===== config.mk =====
export PLATFORM = sky130hd
export DESIGN_NAME = fpu_addsub_issue_flat
export DESIGN_NICKNAME = d
export VERILOG_FILES = /design/src/rtl/fpu_addsub_if.sv /design/src/rtl/fpu_addsub_issue.sv /design/src/flat_wrapper.sv
export SDC_FILE = /design/constraint.sdc
export NUM_CORES = 1
export LEC_CHECK = 0
export BUFFER_PORTS_ARGS = -buffer_cell sky130_fd_sc_hd__buf_2
export CORE_ASPECT_RATIO = 0.75
export CORE_MARGIN = 5
export CORE_UTILIZATION = 51
export CTS_CLUSTER_DIAMETER = 200
export CTS_CLUSTER_SIZE = 24
export DETAILED_ROUTE_END_ITERATION = 16
export PLACE_DENSITY = 0.81
export SYNTH_ARGS = -nofsm -noshare
export SYNTH_HDL_FRONTEND = slang
export SYNTH_SLANG_ARGS = --single-unit

===== constraint.sdc =====
create_clock -name clk -period 1.88 [get_ports clk]
set_input_delay 0.094 -clock clk [delete_from_list [all_inputs] [get_ports clk]]
set_output_delay 0.094 -clock clk [all_outputs]
set_load 0.05 [all_outputs]

===== src/rtl/fpu_addsub_if.sv =====
// Request/response handshake bundle between the FPU issue logic and the add/sub sequencing stage.
interface fpu_addsub_if #(
  parameter int TAG_W = 5
);
  logic             req_valid;
  logic             req_ready;
  logic [31:0]      req_a;
  logic [31:0]      req_b;
  logic             req_mode;
  logic [TAG_W-1:0] req_tag;
  logic             rsp_valid;
  logic             rsp_ready;
  logic [31:0]      rsp_result;
  logic             rsp_nv;
  logic             rsp_of;
  logic [TAG_W-1:0] rsp_tag;

  modport master (
    output req_valid, req_a, req_b, req_mode, req_tag, rsp_ready,
    input  req_ready, rsp_valid, rsp_result, rsp_nv, rsp_of, rsp_tag
  );

  modport slave (
    input  req_valid, req_a, req_b, req_mode, req_tag, rsp_ready,
    output req_ready, rsp_valid, rsp_result, rsp_nv, rsp_of, rsp_tag
  );
endinterface


===== src/rtl/fpu_addsub_issue.sv =====
// FP32 add/sub sequencing stage: classifies operands, feeds the combinational datapath,
// resolves zero/Inf/NaN locally and holds the final result until the consumer takes it.
module fpu_addsub_issue #(
  parameter int TAG_W = 5,
  parameter int CNT_W = 16
) (
  input  logic             clk,
  input  logic             rst_n,
  fpu_addsub_if.slave      bus,
  output logic [31:0]      dp_a,
  output logic [31:0]      dp_b,
  output logic             dp_mode,
  output logic             dp_zero_a,
  output logic             dp_zero_b,
  input  logic [31:0]      dp_result,
  input  logic             dp_zero_sub,
  output logic [CNT_W-1:0] op_count
);

  typedef enum logic [1:0] {IDLE, EXEC, RESP} state_t;

  state_t state, state_nxt;

  logic             req_ready, accept, rsp_fire;
  logic             sa, sb, za, zb, inf_a, inf_b, nan_a, nan_b, snan_a, snan_b;
  logic [7:0]       ea, eb;
  logic [22:0]      fa, fb;
  logic             byp_c, byp_nv_c;
  logic [31:0]      byp_res_c;
  logic             byp_q, byp_nv_q;
  logic [31:0]      byp_res_q;
  logic [TAG_W-1:0] tag_q;
  logic [31:0]      res_c;
  logic             nv_c, of_c;
  logic [31:0]      rsp_result_q;
  logic             rsp_nv_q, rsp_of_q;
  logic [TAG_W-1:0] rsp_tag_q;

  assign req_ready = (state == IDLE) || (state == RESP && bus.rsp_ready);
  assign accept    = bus.req_valid && req_ready;
  assign rsp_fire  = (state == RESP) && bus.rsp_ready;

  assign bus.req_ready  = req_ready;
  assign bus.rsp_valid  = (state == RESP);
  assign bus.rsp_result = rsp_result_q;
  assign bus.rsp_nv     = rsp_nv_q;
  assign bus.rsp_of     = rsp_of_q;
  assign bus.rsp_tag    = rsp_tag_q;

  // B is classified with its effective sign so subtraction is just addition of -B.
  assign sa     = bus.req_a[31];
  assign sb     = bus.req_b[31] ^ bus.req_mode;
  assign ea     = bus.req_a[30:23];
  assign eb     = bus.req_b[30:23];
  assign fa     = bus.req_a[22:0];
  assign fb     = bus.req_b[22:0];
  assign za     = (ea == 8'h00);
  assign zb     = (eb == 8'h00);
  assign inf_a  = (ea == 8'hFF) && (fa == '0);
  assign inf_b  = (eb == 8'hFF) && (fb == '0);
  assign nan_a  = (ea == 8'hFF) && (fa != '0);
  assign nan_b  = (eb == 8'hFF) && (fb != '0);
  assign snan_a = nan_a && !fa[22];
  assign snan_b = nan_b && !fb[22];

  // NOTE: every always_comb output gets a default first so no path can infer a latch.
  always_comb begin
    byp_c     = 1'b1;
    byp_nv_c  = 1'b0;
    byp_res_c = 32'h0000_0000;
    if (nan_a || nan_b) begin
      byp_res_c = 32'h7FC0_0000;
      byp_nv_c  = snan_a || snan_b;
    end else if (inf_a && inf_b && (sa != sb)) begin
      byp_res_c = 32'h7FC0_0000;
      byp_nv_c  = 1'b1;
    end else if (inf_a) begin
      byp_res_c = {sa, 8'hFF, 23'h0};
    end else if (inf_b) begin
      byp_res_c = {sb, 8'hFF, 23'h0};
    end else if (za && zb) begin
      byp_res_c = {sa & sb, 31'h0};
    end else if (za) begin
      byp_res_c = {sb, bus.req_b[30:0]};
    end else if (zb) begin
      byp_res_c = bus.req_a;
    end else begin
      byp_c = 1'b0;
    end
  end

  always_comb begin
    res_c = dp_result;
    nv_c  = 1'b0;
    of_c  = 1'b0;
    if (byp_q) begin
      res_c = byp_res_q;
      nv_c  = byp_nv_q;
    end else if (dp_zero_sub) begin
      res_c = 32'h0000_0000;
    end else if (dp_result[30:23] == 8'hFF) begin
      res_c = {dp_result[31], 8'hFF, 23'h0};
      of_c  = 1'b1;
    end
  end

  always_comb begin
    state_nxt = state;
    case (state)
      IDLE:    if (accept) state_nxt = EXEC;
      EXEC:    state_nxt = RESP;
      RESP:    if (bus.rsp_ready) state_nxt = bus.req_valid ? EXEC : IDLE;
      default: state_nxt = IDLE;
    endcase
  end

  // NOTE: sequential state uses non-blocking assignments so all registers update together.
  always_ff @(posedge clk) begin
    if (!rst_n) begin
      state        <= IDLE;
      dp_a         <= '0;
      dp_b         <= '0;
      dp_mode      <= 1'b0;
      dp_zero_a    <= 1'b0;
      dp_zero_b    <= 1'b0;
      byp_q        <= 1'b0;
      byp_nv_q     <= 1'b0;
      byp_res_q    <= '0;
      tag_q        <= '0;
      rsp_result_q <= '0;
      rsp_nv_q     <= 1'b0;
      rsp_of_q     <= 1'b0;
      rsp_tag_q    <= '0;
      op_count     <= '0;
    end else begin
      state <= state_nxt;
      if (accept) begin
        dp_a      <= bus.req_a;
        dp_b      <= bus.req_b;
        dp_mode   <= bus.req_mode;
        dp_zero_a <= za;
        dp_zero_b <= zb;
        byp_q     <= byp_c;
        byp_nv_q  <= byp_nv_c;
        byp_res_q <= byp_res_c;
        tag_q     <= bus.req_tag;
      end
      if (state == EXEC) begin
        rsp_result_q <= res_c;
        rsp_nv_q     <= nv_c;
        rsp_of_q     <= of_c;
        rsp_tag_q    <= tag_q;
      end
      if (rsp_fire) op_count <= op_count + CNT_W'(1);
    end
  end

endmodule


===== src/flat_wrapper.sv =====
// flat-port wrapper written by rule: the top's interface ports become plain ports
module fpu_addsub_issue_flat 
#(
  parameter int TAG_W = 5,
  parameter int CNT_W = 16
)
  (clk, rst_n, dp_a, dp_b, dp_mode, dp_zero_a, dp_zero_b, dp_result, dp_zero_sub, op_count, bus_req_valid, bus_req_a, bus_req_b, bus_req_mode, bus_req_tag, bus_rsp_ready, bus_req_ready, bus_rsp_valid, bus_rsp_result, bus_rsp_nv, bus_rsp_of, bus_rsp_tag);
  fpu_addsub_if #(.TAG_W(TAG_W)) bus_i ();
  input  logic clk;
  input  logic rst_n;
  output logic [31:0] dp_a;
  output logic [31:0] dp_b;
  output logic dp_mode;
  output logic dp_zero_a;
  output logic dp_zero_b;
  input  logic [31:0] dp_result;
  input  logic dp_zero_sub;
  output logic [CNT_W-1:0] op_count;
  input wire logic [$bits(bus_i.req_valid)-1:0] bus_req_valid;
  input wire logic [$bits(bus_i.req_a)-1:0] bus_req_a;
  input wire logic [$bits(bus_i.req_b)-1:0] bus_req_b;
  input wire logic [$bits(bus_i.req_mode)-1:0] bus_req_mode;
  input wire logic [$bits(bus_i.req_tag)-1:0] bus_req_tag;
  input wire logic [$bits(bus_i.rsp_ready)-1:0] bus_rsp_ready;
  output wire logic [$bits(bus_i.req_ready)-1:0] bus_req_ready;
  output wire logic [$bits(bus_i.rsp_valid)-1:0] bus_rsp_valid;
  output wire logic [$bits(bus_i.rsp_result)-1:0] bus_rsp_result;
  output wire logic [$bits(bus_i.rsp_nv)-1:0] bus_rsp_nv;
  output wire logic [$bits(bus_i.rsp_of)-1:0] bus_rsp_of;
  output wire logic [$bits(bus_i.rsp_tag)-1:0] bus_rsp_tag;
  assign bus_i.req_valid = bus_req_valid;
  assign bus_i.req_a = bus_req_a;
  assign bus_i.req_b = bus_req_b;
  assign bus_i.req_mode = bus_req_mode;
  assign bus_i.req_tag = bus_req_tag;
  assign bus_i.rsp_ready = bus_rsp_ready;
  assign bus_req_ready = bus_i.req_ready;
  assign bus_rsp_valid = bus_i.rsp_valid;
  assign bus_rsp_result = bus_i.rsp_result;
  assign bus_rsp_nv = bus_i.rsp_nv;
  assign bus_rsp_of = bus_i.rsp_of;
  assign bus_rsp_tag = bus_i.rsp_tag;
  fpu_addsub_issue #(.TAG_W(TAG_W), .CNT_W(CNT_W)) u_core (.clk(clk), .rst_n(rst_n), .bus(bus_i), .dp_a(dp_a), .dp_b(dp_b), .dp_mode(dp_mode), .dp_zero_a(dp_zero_a), .dp_zero_b(dp_zero_b), .dp_result(dp_result), .dp_zero_sub(dp_zero_sub), .op_count(op_count));
endmodule

---- Word-level counts from Yosys, hierarchy flattened ----
Index checks and enable logic that the tools add are counted.
storage, ports and cells
  flip-flop bits (word level) ............. 163
  bits in latches ......................... 0
  RAM bits ................................ 0
  memory bits (read-only) ................. 0
  input bits .............................. 107
  output and inout bits ................... 124
  logic and storage cells ................. 77
  memories ................................ 0
operators by class
  add/sub/neg operators ................... 1
  multiply operators ...................... 0
  divide/modulo/power cells ............... 0
  $lt $le $gt $ge ......................... 0
  equality and inequality tests ........... 8
  shift operators ......................... 0
  muxes and demuxes ....................... 27
  bitwise operators ....................... 2
  reductions and logical operators ........ 24
operator list
  kind                                                                    count
  32-bit two-way mux                                                      9
  23-bit logical NOT                                                      2
  23-bit nonzero test                                                     2
  31-bit two-way mux                                                      1
  8-bit equality test (second input constant)                             3
  16-bit by 1-bit adder with 16-bit output (second input constant)        1
  8-bit logical NOT                                                       2
  1-bit two-way mux                                                       14
  1-bit logical AND                                                       11
  2-bit case mux with 3 select lines                                      1
  2-bit two-way mux                                                       2
  1-bit logical OR                                                        3
  2-bit by 1-bit equality test with 1-bit output (second input constant)  1
  2-bit equality test (second input constant)                             1
  1-bit logical NOT                                                       2
  2-bit logical NOT                                                       1
  2-bit by 1-bit != test with 1-bit output (second input constant)        1
  2-bit != test (second input constant)                                   1
  2-bit AND reduction                                                     1
  1-bit bitwise AND                                                       1
  1-bit != test                                                           1
  1-bit bitwise XOR                                                       1

---- Logic depth before layout (Yosys ltp) ----
Gate-level depths: netlist of run 1.
  depth after elaboration ................. 8
  mapped depth ............................ 8
  depth with buffers taken out ............ 7

---- Least setup slack after synthesis of run 1 ----
No wires, ideal clock.
  path type ............................... register -> register
  start ................................... reg u_core.op_count[4]
  end ..................................... reg u_core.op_count[15]
  setup time .............................. 0.115 ns
  data arrival time ....................... 1.787 ns
  path slack .............................. -0.022 ns
  stages on the path, launching flop included .. 6
  path buffers ............................ 0
  period minus slack after synthesis ...... 1.902 ns
  cell sequence ........................... dfxtp_1 > and4_1 > nand4_1 > nor4_1 > xor2_1 > and2_1
between the ends
  cells in the longest elaborated chain, start to end .. 1
ends and longest elaborated chain
  what                                      RTL line                 RTL
  from (decl)                               fpu_addsub_issue.sv:17   output logic [CNT_W-1:0] op_count
  from (signal assigned)                    fpu_addsub_issue.sv:154  if (rsp_fire) op_count <= op_count + CNT_W'(1);
  16-bit by 1-bit adder with 16-bit output  fpu_addsub_issue.sv:154
Every way passes these cells.
A chain may end at the register's enable or synchronous reset.

---- Worst setup path after layout of run 1 ----
  start ................................... in bus_req_a[0]
  end ..................................... reg u_core.byp_res_q[31]
between the ends
  cells in the longest elaborated chain, start to end .. 6
  elaborated cells between the ends (all ways) .. 10
  those cells by class .................... 3 x mux; 7 x reduce/logical
ends and longest elaborated chain
  what                            RTL line                 RTL
  from (decl)                     flat_wrapper.sv:20       input wire logic [$bits(bus_i.req_a)-1:0] bus_req_a;
  23-bit logical NOT              fpu_addsub_issue.sv:59   assign inf_a = (ea == 8'hFF) && (fa == '0);
  1-bit logical AND               fpu_addsub_issue.sv:59
  1-bit logical AND (2 in a row)  fpu_addsub_issue.sv:74   end else if (inf_a && inf_b && (sa != sb)) begin
  32-bit two-way mux              fpu_addsub_issue.sv:74
  32-bit two-way mux *            fpu_addsub_issue.sv:71   if (nan_a || nan_b) begin
  to (signal assigned)            fpu_addsub_issue.sv:145  byp_res_q <= byp_res_c;
  to (decl)                       fpu_addsub_issue.sv:31   logic [31:0] byp_res_q;
Mark *: on every way between the ends. The rest lies on a longest branch, timed or not.

==> results of run 1 <==
## layout make-up
cell class	count	area share, %
clock buffer	18	4.41
multi-input combinational	556	35.0
tap	175	2.20
sequential	163	32.8
inverter	5	0.188
timing repair buffer	350	23.7
antenna	1	0.0251
clock inverter	14	1.68
## path summary, 6_finish.rpt
kind	start	endpoint	slack, ns	cells past startpoint
worst max-delay path	bus_req_a[0]	u_core.byp_res_q[31]	0.07	7
worst min-delay path	bus_req_b[6]	u_core.dp_b[6]	0.03	3
worst max register to register	u_core.state[1]	u_core.dp_b[9]	0.08	6
worst min register to register	u_core.tag_q[1]	u_core.tag_q[1]	0.46	2
## through the flow
step                      cell area, um^2  std cells
after floorplan                      6960        785
after global placement               8310       1154
after detailed placement             8310       1154
after CTS                            9860       1278
after global routing                 9960       1281
final                                9960       1282
## what timing repair did
item,CTS,global route
gates resized for setup,2,13
endpoints found under the hold margin,91,0
gates cloned,1,1
pin swaps,1,2
hold buffers,91,0
buffers inserted,0,2
endpoints found under the setup margin,23,73
## flip-flops by register name (all words and copies together) (netlist names)
register               cells
u_core.byp_res_q          32
u_core.tag_q               5
u_core.dp_zero_b           1
u_core.bus.rsp_nv          1
u_core.state               2
u_core.bus.rsp_tag         5
u_core.byp_nv_q            1
u_core.dp_a               32
u_core.dp_b               32
u_core.bus.rsp_result     32
u_core.dp_mode             1
u_core.byp_q               1
u_core.bus.rsp_of          1
u_core.op_count           16
u_core.dp_zero_a           1
## critical path: stages
cell and delay [ns]:
dlygate4sd3_1 0.53, buf_2 0.15, nor4_1 0.37, nand4_1 0.24, or4_1 0.51, o31ai_1 0.10
o31ai_2 0.10
## cells by family (layout without fill, tap and decap cells)
group	Yosys count	count (layout)	synth area share, %
buffers and inverters	67	387	4.23
other	0	1	0
xor gates and xnor gates	11	11	1.38
and+or+nand+nor	333	333	23.9
muxes	1	1	0.144
adders and majority gates	2	2	0.360
AOI/OAI and AO/OA	208	209	23.1
DFF	163	163	46.9
## synthesized netlist by cell type (2+ instances only)
master | instances | area share, %
buf_4 | 2 | 0.22
xor2_1 | 5 | 0.63
and3_1 | 25 | 2.2
o31ai_1 | 2 | 0.22
ha_1 | 2 | 0.36
buf_2 | 13 | 0.94
nand2_1 | 165 | 8.9
o21a_1 | 3 | 0.32
clkbuf_1 | 43 | 2.3
nor2b_1 | 46 | 4.1
xnor2_1 | 6 | 0.76
nand4_1 | 12 | 1.1
nor2_1 | 18 | 0.97
dfxtp_1 | 163 | 47
a31oi_1 | 3 | 0.27
a21oi_1 | 9 | 0.65
or3_1 | 6 | 0.54
o21ai_0 | 16 | 1.2
inv_1 | 5 | 0.27
and2_1 | 12 | 1.1
a21boi_0 | 84 | 9.1
nor4_1 | 13 | 1.2
nor3_1 | 8 | 0.58
a22oi_1 | 30 | 3.2
a22o_1 | 22 | 2.8
buf_1 | 2 | 0.11
or4_4 | 2 | 0.32
a221oi_1 | 32 | 4.0
nand3_1 | 7 | 0.50
nor3b_1 | 10 | 1.1
## power by group through the flow
| stage | sequential, mW | clock, mW | combinational (mW) |
|---|---|---|---|
| after floorplan | 4.14 | 0 | 0.416 |
| after global placement | 3.75 | 0 | 1.25 |
| after detailed placement | 3.75 | 0 | 1.26 |
| after CTS | 3.67 | 3.60 | 1.42 |
| after global routing | 3.70 | 3.77 | 1.57 |
| final | 3.68 | 3.58 | 1.49 |
## routing by layer
metal	up-vias	share of wire, %	wire length (um)
met5	-	0	0
met1	3456	41	10300
li1	3418	-	-
met4	0	2.9	724
met2	444	45	11200
met3	64	11	2700
==> metrics.yaml, run 1 <==
outcome:
  status: "finished clean"
worst_setup_path:
  start_kind: "input port"
  path_class: "in2reg"
  crit_required_ns: 2.18
  crit_path_max_fanout: 3
  arrival_ns: 2.11
  cp-end-kind: "register"
timing:
  finalClockSkew_ns: 0.0144
  fin_ws_ns: 0.0706
  period_minus_slack_ns: 1.81
  setup_tns_ns: 0
  holdWs_ns: 0.0299
  slew_violations: 0
  slew_headroom_pct: 48.1
  rsz0062_at_grt: "true"
  fin_crit_sh_pct: 96.2
  hold_viol: 0
  worstMarginPinSlew_ns: 0.778
  setup_viol: 0
  timing.fmax_mhz: 553
synthesis:
  synth_top_flop_cell: "dfxtp_1"
  ys_ff_latch: 163
  synth_edf_count: 0
  netlist_instances: 785
  syn_area_um2: 6960
  synth_warnings: 0
  synthesis.nets: 894
  synth_async_sr_flop_share_pct: 0
  avgSynthCellArea_um2: 8.86
  ys_types: 49
  seq_area_frac_synth_pct: 46.9
layout:
  multi_input_comb_area_um2: 3490
  drive_above_1_share_pct: 28.3
  area_growth_pct: 43.1
  num-fill-cells: 955
  layout_commonest_cell: "buf_2"
  final_cell_mix: "buf_2 (229), nand2_1 (165), dfxtp_1 (161)"
  nNetsFinal: 1202
  final_core_util_pct: 73.4
  regArea_um2: 3270
grt:
  grt_pass1_wl_mm: 38.7
  grtUsageMet3_pct: 7.81
  overflow: 0
  grt_use_total_pct: 30.1
  grtUsageMet2_pct: 45.8
  busiest_layer: "met2"
  grt_max_degree: 50
  antenna_found_initial: 0
  grt_pass1_vias: 7209
  grtUsageMet1_pct: 41.5
power:
  power_leakage_nw: 4.27
  powerDensity_nw_per_um2: 878
  fin_total_pwr_mw: 8.75
  comb_power_share_pct: 17.0
  pwr-share-clk_pct: 40.9
  p_seq_share_pct: 42.1
  p_sw_mw: 2.60
  p_int_mw: 6.15
  switching_share_pct: 29.8
  ir_drop_uv: 671
clock_network:
  cts.sinks: 163
  insertion_delay_ns: 0.43
  root_buffer: "clkbuf_16"
  cts_tree: "built"
  max-clock-path-buffers: 2
  clk_pin_slew_ns: 0.07
  cts_buffers: 17
  cts_htree_levels: 4
placement:
  place_ws_ns: -0.111
  hpwl_mm: 15.4
  gp_congestion: 0.825
  port_buffers: 230
detailed_routing:
  wl_per_cell_um: 19.5
  drt_iter0_markers: 823
  firstDrtPassIters: 6
  remaining_drc_errors: 0
  via_per_inst: 5.76
  postRouteAntennaNets: 0
  vias: 7382
  wirelength_mm: 25.0
die:
  die_width_um: 145
  design.core.area_um2: 13600
  ios: 231
  initial_utilization_pct: 51.3
  row_count: 37
  dieArea_um2: 16100
  die_y_um: 111
run:
  drv_cap: 0
min_path:
  hold_class: "in2reg"
No activity file was read; power rests on OpenSTA's default activity.
==> run 2, diff against run 1 <==
- clock period: 1.88 -> 1.7 ns (I/O delays scaled with it)
==> metrics.yaml, run 2 (synthesized netlist as in run 1, its figures left out) <==
grt:
  overflow: 0
  grt_max_degree: 66
  antenna_found_initial: 0
  grt_pass1_wl_mm: 38.4
  grt_pass1_vias: 7280
  grt_use_total_pct: 29.9
power:
  switching_share_pct: 28.0
  p_sw_mw: 2.78
  comb_power_share_pct: 17.5
  ir_drop_uv: 651
  p_int_mw: 7.12
  powerDensity_nw_per_um2: 965
  p_seq_share_pct: 41.2
  power_leakage_nw: 4.45
  pwr-share-clk_pct: 41.3
  fin_total_pwr_mw: 9.90
layout:
  area_growth_pct: 47.4
  multi_input_comb_area_um2: 3490
  diodes: 0
  layout.cell_area.non_filler_um2: 10300
  num-fill-cells: 896
  layout_commonest_cell: "buf_2"
  regArea_um2: 3270
  nNetsFinal: 1228
  final_core_util_pct: 75.6
  drive_above_1_share_pct: 30.9
  fin_cells: 1306
  final_cell_mix: "buf_2 (229), nand2_1 (165), dfxtp_1 (157)"
worst_setup_path:
  start_kind: "register"
  arrival_ns: 2.00
  cpPeakStageDelay_ns: 0.35
  cpMostUsedCell: "buf_4"
  path_class: "reg2reg"
  cp-end-kind: "register"
  critPathSlowestCell: "a2111oi_4"
  cp_cell_sequence: "inv_1 -> o211ai_4 -> buf_4 -> buf_4 -> a2111oi_4 -> buf_4 -> a22oi_1 -> nor2b_1"
  crit_path_max_fanout: 5
  crit_required_ns: 2.05
timing:
  period_minus_slack_ns: 1.65
  slew_headroom_pct: 62.9
  setup_viol: 0
  hold_viol: 0
  holdWs_ns: 0.0207
  worstMarginPinSlew_ns: 0.555
  slew_violations: 0
  setup_tns_ns: 0
  finalClockSkew_ns: 0.0161
  fin_ws_ns: 0.0492
  rsz0062_at_grt: "true"
  timing.fmax_mhz: 606
  fin_crit_sh_pct: 97.1
die:
  die_y_um: 111
  row_count: 37
  initial_utilization_pct: 51.3
  design.core.area_um2: 13600
  die_width_um: 145
  ios: 231
  dieArea_um2: 16100
placement:
  place_inst: 1178
  port_buffers: 230
  gp_congestion: 0.861
  hpwl_mm: 15.6
  place_ws_ns: -0.345
  place_area_um2: 8570
clock_network:
  cts_tree: "built"
  cts_htree_levels: 4
  clk_pin_slew_ns: 0.06
  root_buffer: "clkbuf_16"
  insertion_delay_ns: 0.42
  cts.sinks: 163
  max-clock-path-buffers: 2
  cts_buffers: 17
detailed_routing:
  wl_met1_mm: 10.2
  via_per_inst: 5.77
  remaining_drc_errors: 0
  drt_iter0_markers: 733
  wirelength_mm: 25.4
  vias: 7537
  wl_met3_mm: 3.02
  maxUsedRoutingLayer: "met4"
  wl_per_cell_um: 19.5
  wl_met2_mm: 11.4
  firstDrtPassIters: 8
  postRouteAntennaNets: 0
run:
  drv_cap: 0
outcome:
  status: "finished clean"
min_path:
  hold_class: "in2reg"
-- run 2: final timing paths --
kind	from	end	slack, ns	cells after the start
setup / recovery	u_core.state[0]	u_core.byp_res_q[9]	0.05	8
hold / removal	dp_result[31]	u_core.bus.rsp_result[31]	0.02	3
setup reg to reg	u_core.state[0]	u_core.byp_res_q[9]	0.05	8
hold reg to reg	u_core.dp_a[26]	u_core.dp_a[26]	0.46	2
-- run 2: worst max-delay path: cells and delay by family, from the launching register on --
family	cells	cell delay (ns)
compound gates	3	0.56
buf+inv	4	0.63
flops	1	0.31
simple gates	1	0.10
-- run 2: repair_timing --
action / CTS / global route
endpoints found under the setup margin: 65 / 63
hold buffers: 84 / 0
gates resized for setup: 6 / 19
pin swaps: 2 / 5
gates cloned: 1 / 3
hold endpoints to repair: 84 / 0
buffers inserted: 1 / 8
-- run 2: routing by layer --
metal  global-route usage, %  vias up
li1                        -     3460
met1                    40.2     3496
met2                    45.5      496
met3                    8.97       85
met4                    10.4        0
met5                       0        -
-- run 2: final cells by class --
cell class / count / share of cell area (%)
tap: 175 / 2.13
clock inverter: 11 / 1.72
clock buffer: 20 / 4.36
timing repair buffer: 376 / 25.7
sequential: 163 / 31.9
multi-input combinational: 556 / 34.1
inverter: 5 / 0.183
-- run 2: power by group through the flow --
stage / combinational, mW / sequential, mW / clock, mW
global route: 1.83 / 4.09 / 4.31
detailed placement: 1.44 / 4.15 / 0
finish: 1.73 / 4.07 / 4.09
floorplan: 0.461 / 4.58 / 0
global placement: 1.43 / 4.14 / 0
CTS: 1.61 / 4.07 / 4.12
